**src/rtl/bank_port_arbiter.sv**
```systemverilog
// Arbiter for the single-port data bank: the CPU has fixed priority, and a starvation counter forces a bounded engine window.
// Optional feature BANK_PARAM_LOCK_EN blocks CPU writes to the parameter region while the engine is busy and flags param_err.
module bank_port_arbiter #(
  parameter int Amba_Word       = 16,
  parameter int Amba_Addr_Depth = 20,
  parameter int MAX_WAIT        = 8,
  parameter int ENG_HOLD        = 4,
  parameter int PARAM_END       = 10
) (
  input  logic                     clk,
  input  logic                     rst,
  input  logic                     cpu_req,
  input  logic                     cpu_we,
  input  logic [Amba_Addr_Depth:0] cpu_addr,
  input  logic [Amba_Word-1:0]     cpu_wdata,
  output logic                     cpu_gnt,
  output logic                     cpu_rvalid,
  output logic [Amba_Word-1:0]     cpu_rdata,
  input  logic                     eng_req,
  input  logic [Amba_Addr_Depth:0] eng_addr,
  output logic                     eng_gnt,
  output logic                     eng_rvalid,
  output logic [Amba_Word-1:0]     eng_rdata,
  input  logic                     eng_busy,
  output logic                     bank_we,
  output logic [Amba_Addr_Depth:0] bank_addr,
  output logic [Amba_Word-1:0]     bank_wdata,
  input  logic [Amba_Word-1:0]     bank_rdata
`ifdef BANK_PARAM_LOCK_EN
  ,
  output logic                     param_err
`endif
);

  localparam int ADDR_W = Amba_Addr_Depth + 1;
  localparam logic [7:0] WAIT_LAST = 8'(MAX_WAIT - 1);
  localparam logic [7:0] HOLD_INIT = 8'(ENG_HOLD);

  typedef enum logic {
    ARB_CPU_PRI,
    ARB_ENG_FORCE
  } arb_state_t;

  arb_state_t state, state_next;
  logic [7:0] wait_cnt, wait_next;
  logic [7:0] hold_cnt, hold_next;
  logic       cpu_tag1, cpu_tag2;
  logic       eng_tag1, eng_tag2;
  logic       lock_hit;

  always_comb begin
    // NOTE: every combinational output gets a default first, so no path can infer a latch.
    state_next = state;
    wait_next  = wait_cnt;
    hold_next  = hold_cnt;
    cpu_gnt    = 1'b0;
    eng_gnt    = 1'b0;
    unique case (state)
      ARB_CPU_PRI: begin
        cpu_gnt = cpu_req;
        eng_gnt = eng_req && !cpu_req;
        if (eng_req && !eng_gnt) begin
          // The MAX_WAIT-th consecutive denial enters the forced window next cycle.
          if (wait_cnt >= WAIT_LAST) begin
            state_next = ARB_ENG_FORCE;
            hold_next  = HOLD_INIT;
            wait_next  = '0;
          end else begin
            wait_next = wait_cnt + 8'd1;
          end
        end else begin
          wait_next = '0;
        end
      end
      ARB_ENG_FORCE: begin
        eng_gnt   = eng_req;
        cpu_gnt   = cpu_req && !eng_req;
        wait_next = '0;
        if (eng_req) begin
          hold_next = hold_cnt - 8'd1;
          if (hold_cnt == 8'd1) state_next = ARB_CPU_PRI;
        end else begin
          state_next = ARB_CPU_PRI;
        end
      end
      default: state_next = ARB_CPU_PRI;
    endcase
  end

`ifdef BANK_PARAM_LOCK_EN
  assign lock_hit = cpu_gnt && cpu_we && eng_busy && (cpu_addr < ADDR_W'(PARAM_END));
`else
  logic unused_eng_busy;
  assign unused_eng_busy = eng_busy;
  assign lock_hit        = 1'b0;
`endif

  // NOTE: sequential state uses non-blocking assignments so all registers update from pre-edge values.
  always_ff @(posedge clk) begin
    if (!rst) begin
      state      <= ARB_CPU_PRI;
      wait_cnt   <= '0;
      hold_cnt   <= '0;
      bank_we    <= 1'b0;
      bank_addr  <= '0;
      bank_wdata <= '0;
      cpu_tag1   <= 1'b0;
      cpu_tag2   <= 1'b0;
      eng_tag1   <= 1'b0;
      eng_tag2   <= 1'b0;
    end else begin
      state    <= state_next;
      wait_cnt <= wait_next;
      hold_cnt <= hold_next;
      bank_we  <= cpu_gnt && cpu_we && !lock_hit;
      if (cpu_gnt) begin
        bank_addr  <= cpu_addr;
        bank_wdata <= cpu_wdata;
      end else if (eng_gnt) begin
        bank_addr <= eng_addr;
      end
      // Two-stage tags line up with the one-cycle bank read behind the registered address.
      cpu_tag1 <= cpu_gnt && !cpu_we;
      eng_tag1 <= eng_gnt;
      cpu_tag2 <= cpu_tag1;
      eng_tag2 <= eng_tag1;
    end
  end

`ifdef BANK_PARAM_LOCK_EN
  always_ff @(posedge clk) begin
    if (!rst)          param_err <= 1'b0;
    else if (lock_hit) param_err <= 1'b1;
  end
`endif

  assign cpu_rvalid = cpu_tag2;
  assign eng_rvalid = eng_tag2;
  assign cpu_rdata  = bank_rdata;
  assign eng_rdata  = bank_rdata;

endmodule

```
**config.mk**
```make
export PLATFORM = sky130hd
export DESIGN_NAME = bank_port_arbiter
export DESIGN_NICKNAME = d
export VERILOG_FILES = /design/src/rtl/bank_port_arbiter.sv
export SDC_FILE = /design/constraint.sdc
export NUM_CORES = 1
export LEC_CHECK = 0
export BUFFER_PORTS_ARGS = -buffer_cell sky130_fd_sc_hd__buf_2
export CAP_MARGIN = 20
export CORE_MARGIN = 2
export CORE_UTILIZATION = 42
export CTS_BUF_LIST = sky130_fd_sc_hd__clkbuf_8
export CTS_CLUSTER_SIZE = 28
export DETAILED_ROUTE_END_ITERATION = 7
export MAX_ROUTING_LAYER = met4
export PLACE_DENSITY = 0.79
export REMOVE_ABC_BUFFERS = 1
export SETUP_SLACK_MARGIN = 0.02
export SLEW_MARGIN = 20
export SYNTH_ARGS = -nofsm -noshare
export SYNTH_HDL_FRONTEND = slang
export SYNTH_SLANG_ARGS = --single-unit
export TNS_END_PERCENT = 10
```
**constraint.sdc**
```tcl
create_clock -name clk -period 1.65 [get_ports clk]
set_clock_uncertainty 0.05 [all_clocks]
set_input_delay 0.0825 -clock clk [delete_from_list [all_inputs] [get_ports clk]]
set_output_delay 0.0825 -clock clk [all_outputs]
set_load 0.1 [all_outputs]
```
Word-level counts from Yosys, hierarchy flattened
Index checks and enable logic that the tools add are counted.
- add/sub/neg operators: 2
- $lt $le $gt $ge: 1
- equality and inequality tests: 4
- multiplexer cells: 16
- bitwise logic cells: 1
- reductions and logical operators: 11
- operators with widths (kind ; number):
    two-way mux 21 bit ; 2
    two-way mux 8 bit ; 5
    case mux 8 bit (2 select lines) ; 2
    adder 8 x 1 -> 8 bit (second input constant) ; 1
    equality test 8 x 1 -> 1 bit (second input constant) ; 1
    greater-or-equal comparator 8 x 3 -> 1 bit (second input constant) ; 1
    subtractor 8 x 1 -> 8 bit (second input constant) ; 1
    inequality test 2 bit (second input constant) ; 3
    case mux 1 bit (2 select lines) ; 3
    logical AND 1 bit ; 5
    zero test 1 bit ; 4
    two-way mux 1 bit ; 4
    AND reduction 3 bit ; 1
    nonzero test 2 bit ; 1
    NOT 1 bit ; 1
- bits in registers: 59
- word-level logic and storage cells: 45

Logic depth before layout (Yosys ltp)
Gate-level depths: netlist of the first run.
- word-level depth: 6
- mapped depth: 7
- depth with buffers taken out: 6

Worst setup path after synthesis of the first run
Ideal clock, no wire load.
- kind: input port to flip-flop
- start point: input eng_req
- end point: register eng_tag1
- arrival: 2.241 ns
- required time: 1.534 ns
- setup slack: -0.708 ns
- stages: 4
- path buffers: 2
- cells stage by stage: buf_2 buf_1 nor2b_1 and2_1
- word-level cells in the longest chain between the ends: 2
- RTL lines (item ; line ; RTL):
    start, declared ; 19 ; input logic eng_req,
    logical AND 1 bit ; 61 ; eng_gnt = eng_req && !cpu_req;
    case mux 1 bit (2 select lines) * ; 58 ; unique case (state)
    net eng_gnt ; 21 ; output logic eng_gnt,
    end signal, assigned ; 124 ; eng_tag1 <= eng_gnt;
    end, declared ; 48 ; logic eng_tag1, eng_tag2;
The timed path passes the listed nets; every way through them passes the cells marked *.
A chain may end at the register's enable or synchronous reset.

Worst setup path in the final report of the first run
- start point: register hold_cnt[3]
- end point: register hold_cnt[7]
- word-level cells in the longest chain between the ends: 3
- RTL lines (item ; line ; RTL):
    start, declared ; 46 ; logic [7:0] hold_cnt, hold_next;
    start signal, assigned ; 114 ; hold_cnt <= hold_next;
    subtractor 8 x 1 -> 8 bit ; 80 ; hold_next = hold_cnt - 8'd1;
    two-way mux 8 bit ; 79 ; if (eng_req) begin
    case mux 8 bit (2 select lines) ; 58 ;
No other way between the ends. The select of a mux whose other input is x is not followed.

==> results of run 1 <==
layout by cell type (no fill, tap or decap), types with 2 or more instances in the layout:
cell type / synthesis / final
and2_1: 5 / 5
nand2_1: 37 / 37
buf_6: 0 / 2
buf_4: 32 / 22
conb_1: 1 / 4
o21ai_0: 4 / 3
nand3_1: 2 / 2
clkbuf_8: 0 / 11
inv_1: 3 / 4
buf_2: 3 / 102
ha_1: 3 / 2
nor2b_1: 2 / 2
mux2_2: 21 / 21
a21oi_1: 20 / 19
or4_1: 3 / 2
or3_1: 2 / 2
dfxtp_1: 59 / 52
a211oi_1: 2 / 2
bufinv_16: 0 / 2
o211ai_1: 21 / 21
clkinv_2: 0 / 2
xor2_1: 2 / 2
dfxtp_2: 0 / 7
nor2_1: 52 / 52
dlygate4sd3_1: 0 / 33
nand3b_1: 22 / 22
worst min-delay path, stage by stage:
cell and delay [ps]:
buf_2 80, o211ai_1 90, nor2_1 100
final timing paths:
check / from / end / slack, ps / depth (start not counted)
max: hold_cnt[3] / hold_cnt[7] / -80 / 4
min: cpu_addr[0] / bank_addr[0] / 8 / 3
max reg2reg: hold_cnt[3] / hold_cnt[7] / -80 / 4
min reg2reg: eng_tag1 / eng_rvalid / 380 / 1
stage by stage:
| step | utilization | setup slack (ps) | instances |
|---|---|---|---|
| final | 0.6124 | -75.07 | 538 |
| after global routing | 0.6124 | -126.1 | 538 |
| after CTS | 0.6077 | -123.1 | 538 |
| after detailed placement | 0.5157 | -118.0 | 488 |
| after global placement | 0.5157 | -89.62 | 488 |
| after floorplan | - | -1766 | 285 |
sequential cells by signal, summed over array words and instances, names as in the netlist, 8 cells and up:
signal and count:
bank_addr 21, bank_wdata 16, hold_cnt 8, wait_cnt 8
layer usage:
layer	vias up	track usage	routed length, um
met5	-	-	0
met4	0	0.09091	133
met3	12	0.1076	804
met2	140	0.3989	4342
met1	1379	0.2836	3571
li1	1362	-	-
area by class of cell:
cell class / count / area (um2)
Clock buffer: 11 / 151.4
Clock inverter: 5 / 76.32
Fill cell: 495 / 2504
Inverter: 5 / 20.02
Multi-Input combinational cell: 221 / 1373
Sequential cell: 59 / 1190
Tap cell: 77 / 96.34
Timing Repair Buffer: 160 / 1049
kinds of logic (layout without fill, tap and decap cells):
kind of cell / count (synthesis) / after routing / synth area share
compound gates: 55 / 55 / 0.1258
xor+xnor: 2 / 2 / 0.006158
buf+inv: 58 / 181 / 0.1201
fa+ha+maj: 3 / 3 / 0.01319
other cells: 1 / 4 / 0.001318
flops: 59 / 59 / 0.4151
mux: 21 / 21 / 0.08311
simple gates: 136 / 136 / 0.2353
power by group through the flow:
stage | Clock [mW] | Combinational [mW] | Sequential [mW]
after floorplan | 0 | 0.271 | 2.08
after global placement | 0 | 1.03 | 1.59
after detailed placement | 0 | 1.05 | 1.59
after CTS | 1.51 | 1.12 | 1.56
after global routing | 1.57 | 1.21 | 1.58
final | 1.51 | 1.15 | 1.57
what timing repair did:
| action | 4_1_cts | 5_1_grt |
|---|---|---|
| hold buffers | 33 | 0 |
| gates cloned | 0 | 0 |
| pin swaps | 5 | 6 |
| buffers inserted | 1 | 0 |
| endpoints found under the setup margin | 8 | 14 |
| hold endpoints to repair | 34 | 0 |
| resized for setup | 11 | 8 |
==> flow_summary.json, run 1 <==
{
  "status": "finished with violations",
  "violations": "setup timing",
  "cts.clk_slew.worst_paths_ps": 70,
  "synth-main-ff-cell": "dfxtp_1",
  "p_int_mw": 2.795,
  "dieArea_um2": 7449,
  "clk_path_buf_depth": 2,
  "critPathTopFamily": "simple AND/OR/NAND/NOR gates",
  "grt_pass1_vias": 2810,
  "drv_cap": 0,
  "start_util": 0.4405,
  "row_count": 29,
  "post-route-period-util": 1.045,
  "wirelength_mm": 8.850,
  "avgSynthCellArea_um2": 8.493,
  "antenna_cells": 0,
  "power_mw": 4.223,
  "power_switching_mw": 1.428,
  "grt_setup_unrepaired": "yes",
  "combPwrFrac": 0.272,
  "cts-htree-levels": 3,
  "gp_congestion": 0.8397,
  "synth_seq_cells": 59,
  "power_density_nw_per_um2": 1068,
  "synth.area.top_cells": "dfxtp_1, buf_4, mux2_2",
  "max_stage_delay_ps": 430,
  "synth_edf_count": 0,
  "crit_buf_inv": 0,
  "syn_inst": 335,
  "placed_area_um2": 3331,
  "cts-root-buf": "clkbuf_8",
  "drive_gt1_frac": 0.3905,
  "finalWorstSetupSlack_ps": -75.07,
  "grt_use_total": 0.2513,
  "path_cells": "or3_4 > or4_4 > or4_1 > o21ai_1",
  "yosysTopAreaCell": "dfxtp_1",
  "swShare": 0.3381,
  "wl_per_cell_um": 16.45,
  "cts_buffers": 9,
  "criticalPathCategory": "reg -> reg",
  "seqPwrFrac": 0.372,
  "hold_path_class": "in -> reg",
  "io_buffers": 104,
  "tns_ps": -129.1,
  "dp_hpwl_mm": 5.785,
  "max_freq_mhz": 579.7,
  "cts.sinks": 59,
  "hold_ws_ps": 8.089,
  "period_needed_ps": 1725,
  "final_nets": 539,
  "crit_path_start_kind": "flip-flop",
  "arrival_ps": 1940,
  "setup_viol": 2,
  "synth.distinct_cells": 41,
  "route.detailed.drc": 0,
  "drtAntennaViolNets": 0,
  "cts_tree": "yes",
  "antenna_found_initial": 0,
  "slew_violations": 0,
  "critPathSlowestCell": "or4_4",
  "hold_viol": 0,
  "area_growth_pct": 39.01,
  "yosys_warnings": 0,
  "postSynth.asyncResetShare": 0,
  "coreArea_um2": 6459,
  "synth_seq_area_share": 0.4151,
  "yosysMostFrequentCell": "dfxtp_1",
  "die_height_um": 86.31,
  "clkPwrFrac": 0.356,
  "synth_common_cells": "dfxtp_1, nor2_1, nand2_1",
  "crit_path_max_fanout": 2,
  "ios": 154,
  "synth_top_area_share": 0.4151,
  "synth_area_um2": 2845,
  "ir_drop_v": 0.0009209,
  "first_pass_iters": 5,
  "avgViaCountPerCell": 5.377,
  "chipWidth_um": 86.31,
  "power.leakage_nw": 1.771,
  "num_vias": 2893,
  "grt_pass1_wl_mm": 13.99,
  "gr-total-overflow": 0,
  "worst-endpoint-required_ps": 1870,
  "final_area_um2": 3955,
  "clock_latency_ps": 340,
  "grt_max_degree": 32,
  "relSlewSlack": 0.6598,
  "drtIter0Drc": 191,
  "end_kind": "flip-flop",
  "worstMarginPinSlew_ps": 513.8
}
(Power assumes the default switching activity.)
==> run 2, diff against run 1 <==
CORE_UTILIZATION = 46   (was 42)
PLACE_DENSITY = 0.82   (was 0.79)
clock period = 1.7 ns   (was 1.65 ns; I/O delays follow)
==> flow_summary.json, run 2 (synthesis gave the netlist of run 1 again) <==
{
  "status": "finished with violations",
  "violations": "setup timing",
  "hold_ws_ps": 8.793,
  "setup_viol": 4,
  "crit_path_max_fanout": 5,
  "gr-total-overflow": 0,
  "detailedPlace.worstSlack_ps": -81.82,
  "worst-endpoint-required_ps": 1880,
  "route.detailed.drc": 0,
  "cts.clk_slew.worst_paths_ps": 70,
  "min_from": "cpu_addr[7]",
  "power_switching_mw": 1.416,
  "clock_latency_ps": 340,
  "combPwrFrac": 0.269,
  "rrSetupSlack_ps": -60,
  "largestRegisters": "bank_addr (21), bank_wdata (16)",
  "seqPwrFrac": 0.360,
  "wl_per_cell_um": 18.28,
  "area_growth_pct": 39.45,
  "period_needed_ps": 1765,
  "drive_gt1_frac": 0.3961,
  "clk_path_buf_depth": 2,
  "antenna_cells": 0,
  "ir_drop_v": 0.0007408,
  "ios": 154,
  "seqCellArea_um2": 1190,
  "final_common_cell": "buf_2",
  "reg2regPathDepth": 5,
  "drtAntennaViolNets": 0,
  "grt_max_degree": 35,
  "max_freq_mhz": 566.7,
  "grt_pass1_wl_mm": 13.88,
  "top_register": "bank_addr",
  "grt_pass1_vias": 2969,
  "dieArea_um2": 6830,
  "swShare": 0.3336,
  "criticalPathCategory": "reg -> reg",
  "reg2reg_to": "state",
  "end_kind": "flip-flop",
  "worstReg2RegStart": "hold_cnt[2]",
  "wirelength_mm": 9.727,
  "post-route-period-util": 1.038,
  "grt_setup_unrepaired": "yes",
  "num_vias": 2979,
  "p_int_mw": 2.828,
  "arrival_ps": 1950,
  "finalWorstSetupSlack_ps": -64.59,
  "final_area_um2": 3968,
  "row_count": 28,
  "cts_buffers": 9,
  "start_util": 0.4777,
  "cts.sinks": 59,
  "power.leakage_nw": 1.766,
  "hold_path_class": "in -> reg",
  "cts_tree": "yes",
  "multi_input_area_um2": 1413,
  "avgViaCountPerCell": 5.600,
  "drtIter0Drc": 278,
  "crit_path_start_kind": "flip-flop",
  "die_height_um": 82.65,
  "largest_reg_flops": 21,
  "cts-htree-levels": 3,
  "drv_cap": 0,
  "final_cell_mix": "buf_2, dfxtp_1, nor2_1",
  "final_nets": 535,
  "dp_hpwl_mm": 5.931,
  "io_buffers": 104,
  "clkPwrFrac": 0.371,
  "hold_viol": 0,
  "gp_congestion": 0.8580,
  "fill_cells": 424,
  "grt_use_total": 0.2819,
  "coreArea_um2": 5956,
  "placed_area_um2": 3313,
  "slew_violations": 0,
  "critPathLaunch": "hold_cnt[2]",
  "cts-root-buf": "clkbuf_8",
  "power_mw": 4.243,
  "chipWidth_um": 82.65,
  "cp-endpoint": "state",
  "first_pass_iters": 6,
  "antenna_found_initial": 0,
  "power_density_nw_per_um2": 1070
}
==> run 2: worst max-delay path: stages (launching register included) <==
cell,delay (ps)
dfxtp_2,320
buf_4,150
nor4_1,420
nor4bb_2,420
o22ai_1,130
and2_1,170
==> run 2: worst min path at each step <==
| stage | end | cells after the start |
|---|---|---|
| 2_1_floorplan | cpu_tag1 | 1 |
| 3_3_place_gp | eng_rdata[6] | 0 |
| 3_5_place_dp | eng_rdata[6] | 0 |
| 4_1_cts | bank_addr[10] | 3 |
| 5_1_grt | bank_addr[16] | 3 |
| 6_report | bank_addr[7] | 3 |
==> run 2: per-layer routing <==
layer	share of wire	up-vias	GRT usage
met3	0.097	50	0.1217
met5	0	-	-
li1	-	1349	-
met2	0.48	183	0.4298
met4	0.036	0	0.1361
met1	0.39	1397	0.3174
==> run 2: stage by stage <==
stage	TNS, ps	instances	utilization
final	-95.51	532	0.6662
after global routing	-425.3	532	0.6662
after CTS	-88.13	530	0.6550
after detailed placement	-195.0	484	0.5563
after global placement	-39.27	484	0.5563
after floorplan	-34820	285	-
==> run 2: what timing repair did <==
item | in CTS | in global routing
gates cloned | 0 | 1
hold buffers | 29 | 0
hold endpoints to repair | 30 | 0
resized for setup | 15 | 11
setup endpoints to repair | 8 | 12
buffers inserted | 1 | 1
pin swaps | 4 | 7
==> run 2: area by class of cell <==
type | count | share of cell area
clock inverters | 6 | 0.02649
clock buffers | 10 | 0.03469
well taps | 75 | 0.02365
multi-input cells | 221 | 0.3560
inverters | 5 | 0.005046
flip-flops and latches | 59 | 0.2999
repair buffers | 156 | 0.2542
==> run 2: power by group through the flow <==
stage | registers [mW] | clock network (mW) | logic, mW
after floorplan | 2.02 | 0 | 0.263
after global placement | 1.54 | 0 | 1.00
after detailed placement | 1.55 | 0 | 1.02
after CTS | 1.52 | 1.57 | 1.10
after global routing | 1.54 | 1.62 | 1.19
final | 1.53 | 1.57 | 1.14
==> run 3, diff against run 2 <==
CELL_PAD_IN_SITES_DETAIL_PLACEMENT = 0   (was unset)
CELL_PAD_IN_SITES_GLOBAL_PLACEMENT = 1   (was unset)
CORE_UTILIZATION = 32   (was 46)
PLACE_DENSITY = unset   (was 0.82)
PLACE_DENSITY_LB_ADDON = 0.1   (was unset)
==> flow_summary.json, run 3 (synthesis gave the netlist of run 1 again) <==
{
  "status": "finished with violations",
  "violations": "setup timing",
  "drive_gt1_frac": 0.3737,
  "drtIter0Drc": 69,
  "dp_hpwl_mm": 5.967,
  "area_growth_pct": 39.62,
  "multi_input_area_um2": 1355,
  "top_register": "bank_addr",
  "slew_violations": 0,
  "path_cells": "or3_4 > or4_4 > or4_1 > o21ai_1",
  "gr-total-overflow": 0,
  "fill_cells": 904,
  "power.leakage_nw": 1.774,
  "power_mw": 4.003,
  "route.detailed.drc": 0,
  "cts.sinks": 59,
  "max_stage_delay_ps": 490,
  "chipWidth_um": 98.30,
  "wirelength_mm": 8.507,
  "power_density_nw_per_um2": 1008,
  "detailedPlace.worstSlack_ps": -70.10,
  "criticalPathCategory": "reg -> reg",
  "crit_path_start_kind": "flip-flop",
  "dieArea_um2": 9662,
  "setup_viol": 1,
  "cts_tree": "yes",
  "grt_setup_unrepaired": "yes",
  "critPathTopFamily": "simple AND/OR/NAND/NOR gates",
  "row_count": 34,
  "antenna_found_initial": 0,
  "seqCellArea_um2": 1184,
  "critPathSlowestCell": "or4_4",
  "die_height_um": 98.30,
  "post-route-period-util": 1.043,
  "avgViaCountPerCell": 4.774,
  "crit_path_max_fanout": 2,
  "largest_reg_flops": 21,
  "crit_buf_inv": 0,
  "cts.clk_slew.worst_paths_ps": 70,
  "final_nets": 541,
  "start_util": 0.3279,
  "num_vias": 2726,
  "arrival_ps": 1990,
  "relSlewSlack": 0.6367,
  "clk_path_buf_depth": 2,
  "cts-htree-levels": 3,
  "gp_congestion": 0.7556,
  "hold_path_class": "in -> reg",
  "cts-root-buf": "clkbuf_8",
  "largestRegisters": "bank_addr (21), bank_wdata (16)",
  "ios": 154,
  "worstMarginPinSlew_ps": 541.6,
  "drv_cap": 0,
  "grt_pass1_wl_mm": 14.00,
  "ir_drop_v": 0.0004386,
  "end_kind": "flip-flop",
  "antenna_cells": 0,
  "grt_pass1_vias": 2812,
  "final_common_cell": "buf_2",
  "finalWorstSetupSlack_ps": -72.29,
  "period_needed_ps": 1772,
  "coreArea_um2": 8678,
  "max_freq_mhz": 564.2,
  "hold_ws_ps": 6.448,
  "grt_max_degree": 32,
  "place_inst": 519,
  "cts_buffers": 9,
  "drtAntennaViolNets": 0,
  "tns_ps": -72.29,
  "placed_area_um2": 3369,
  "grt_use_total": 0.1876,
  "worst-endpoint-required_ps": 1920,
  "io_buffers": 104,
  "first_pass_iters": 5,
  "final_cell_mix": "buf_2, dfxtp_1, nor2_1",
  "clock_latency_ps": 330,
  "final_area_um2": 3973,
  "final_core_util": 0.4578,
  "hold_viol": 0,
  "wl_per_cell_um": 14.90,
  "layout.cells.non_filler": 571
}
[run 3: final timing paths]
check / startpoint / endpoint / slack [ps] / cells past startpoint
max: hold_cnt[2] / hold_cnt[7] / -70 / 4
min: cpu_addr[16] / bank_addr[16] / 6 / 3
max reg2reg: hold_cnt[2] / hold_cnt[7] / -70 / 4
min reg2reg: eng_tag1 / eng_rvalid / 380 / 1
[run 3: final cells by class]
class	count	area share
clock buffer	9	0.03118
tap	108	0.03402
clock inverter	7	0.02110
sequential	59	0.2980
multi-input combinational	221	0.3411
inverter	5	0.005039
timing repair buffer	162	0.2696
[run 3: routing by layer]
layer,vias up,GRT usage,part of all wire
li1,1357,-,-
met1,1244,0.2238,0.45
met2,110,0.2831,0.45
met3,15,0.09162,0.084
met4,0,0.04953,0.013
met5,-,-,0
[run 3: report_power, final]
part / switching [mW] / leakage (nW) / internal (mW) / total, mW
clock network: 0.569 / 0.114 / 0.810 / 1.38
logic: 0.761 / 1.17 / 0.346 / 1.11
registers: 0.0454 / 0.488 / 1.47 / 1.52
total: 1.38 / 1.77 / 2.63 / 4.00
[run 3: tightest hold or removal path, delay by kind of cell]
family | cells | cell delay (ps)
simple gates | 1 | 100
compound gates | 1 | 90
buf+inv | 1 | 80
[run 3: timing repair]
item | in CTS | in global routing
hold endpoints to repair | 36 | 0
hold buffers | 36 | 0
gates resized for setup | 7 | 7
buffers inserted | 0 | 0
setup endpoints to repair | 4 | 14
pin swaps | 1 | 0
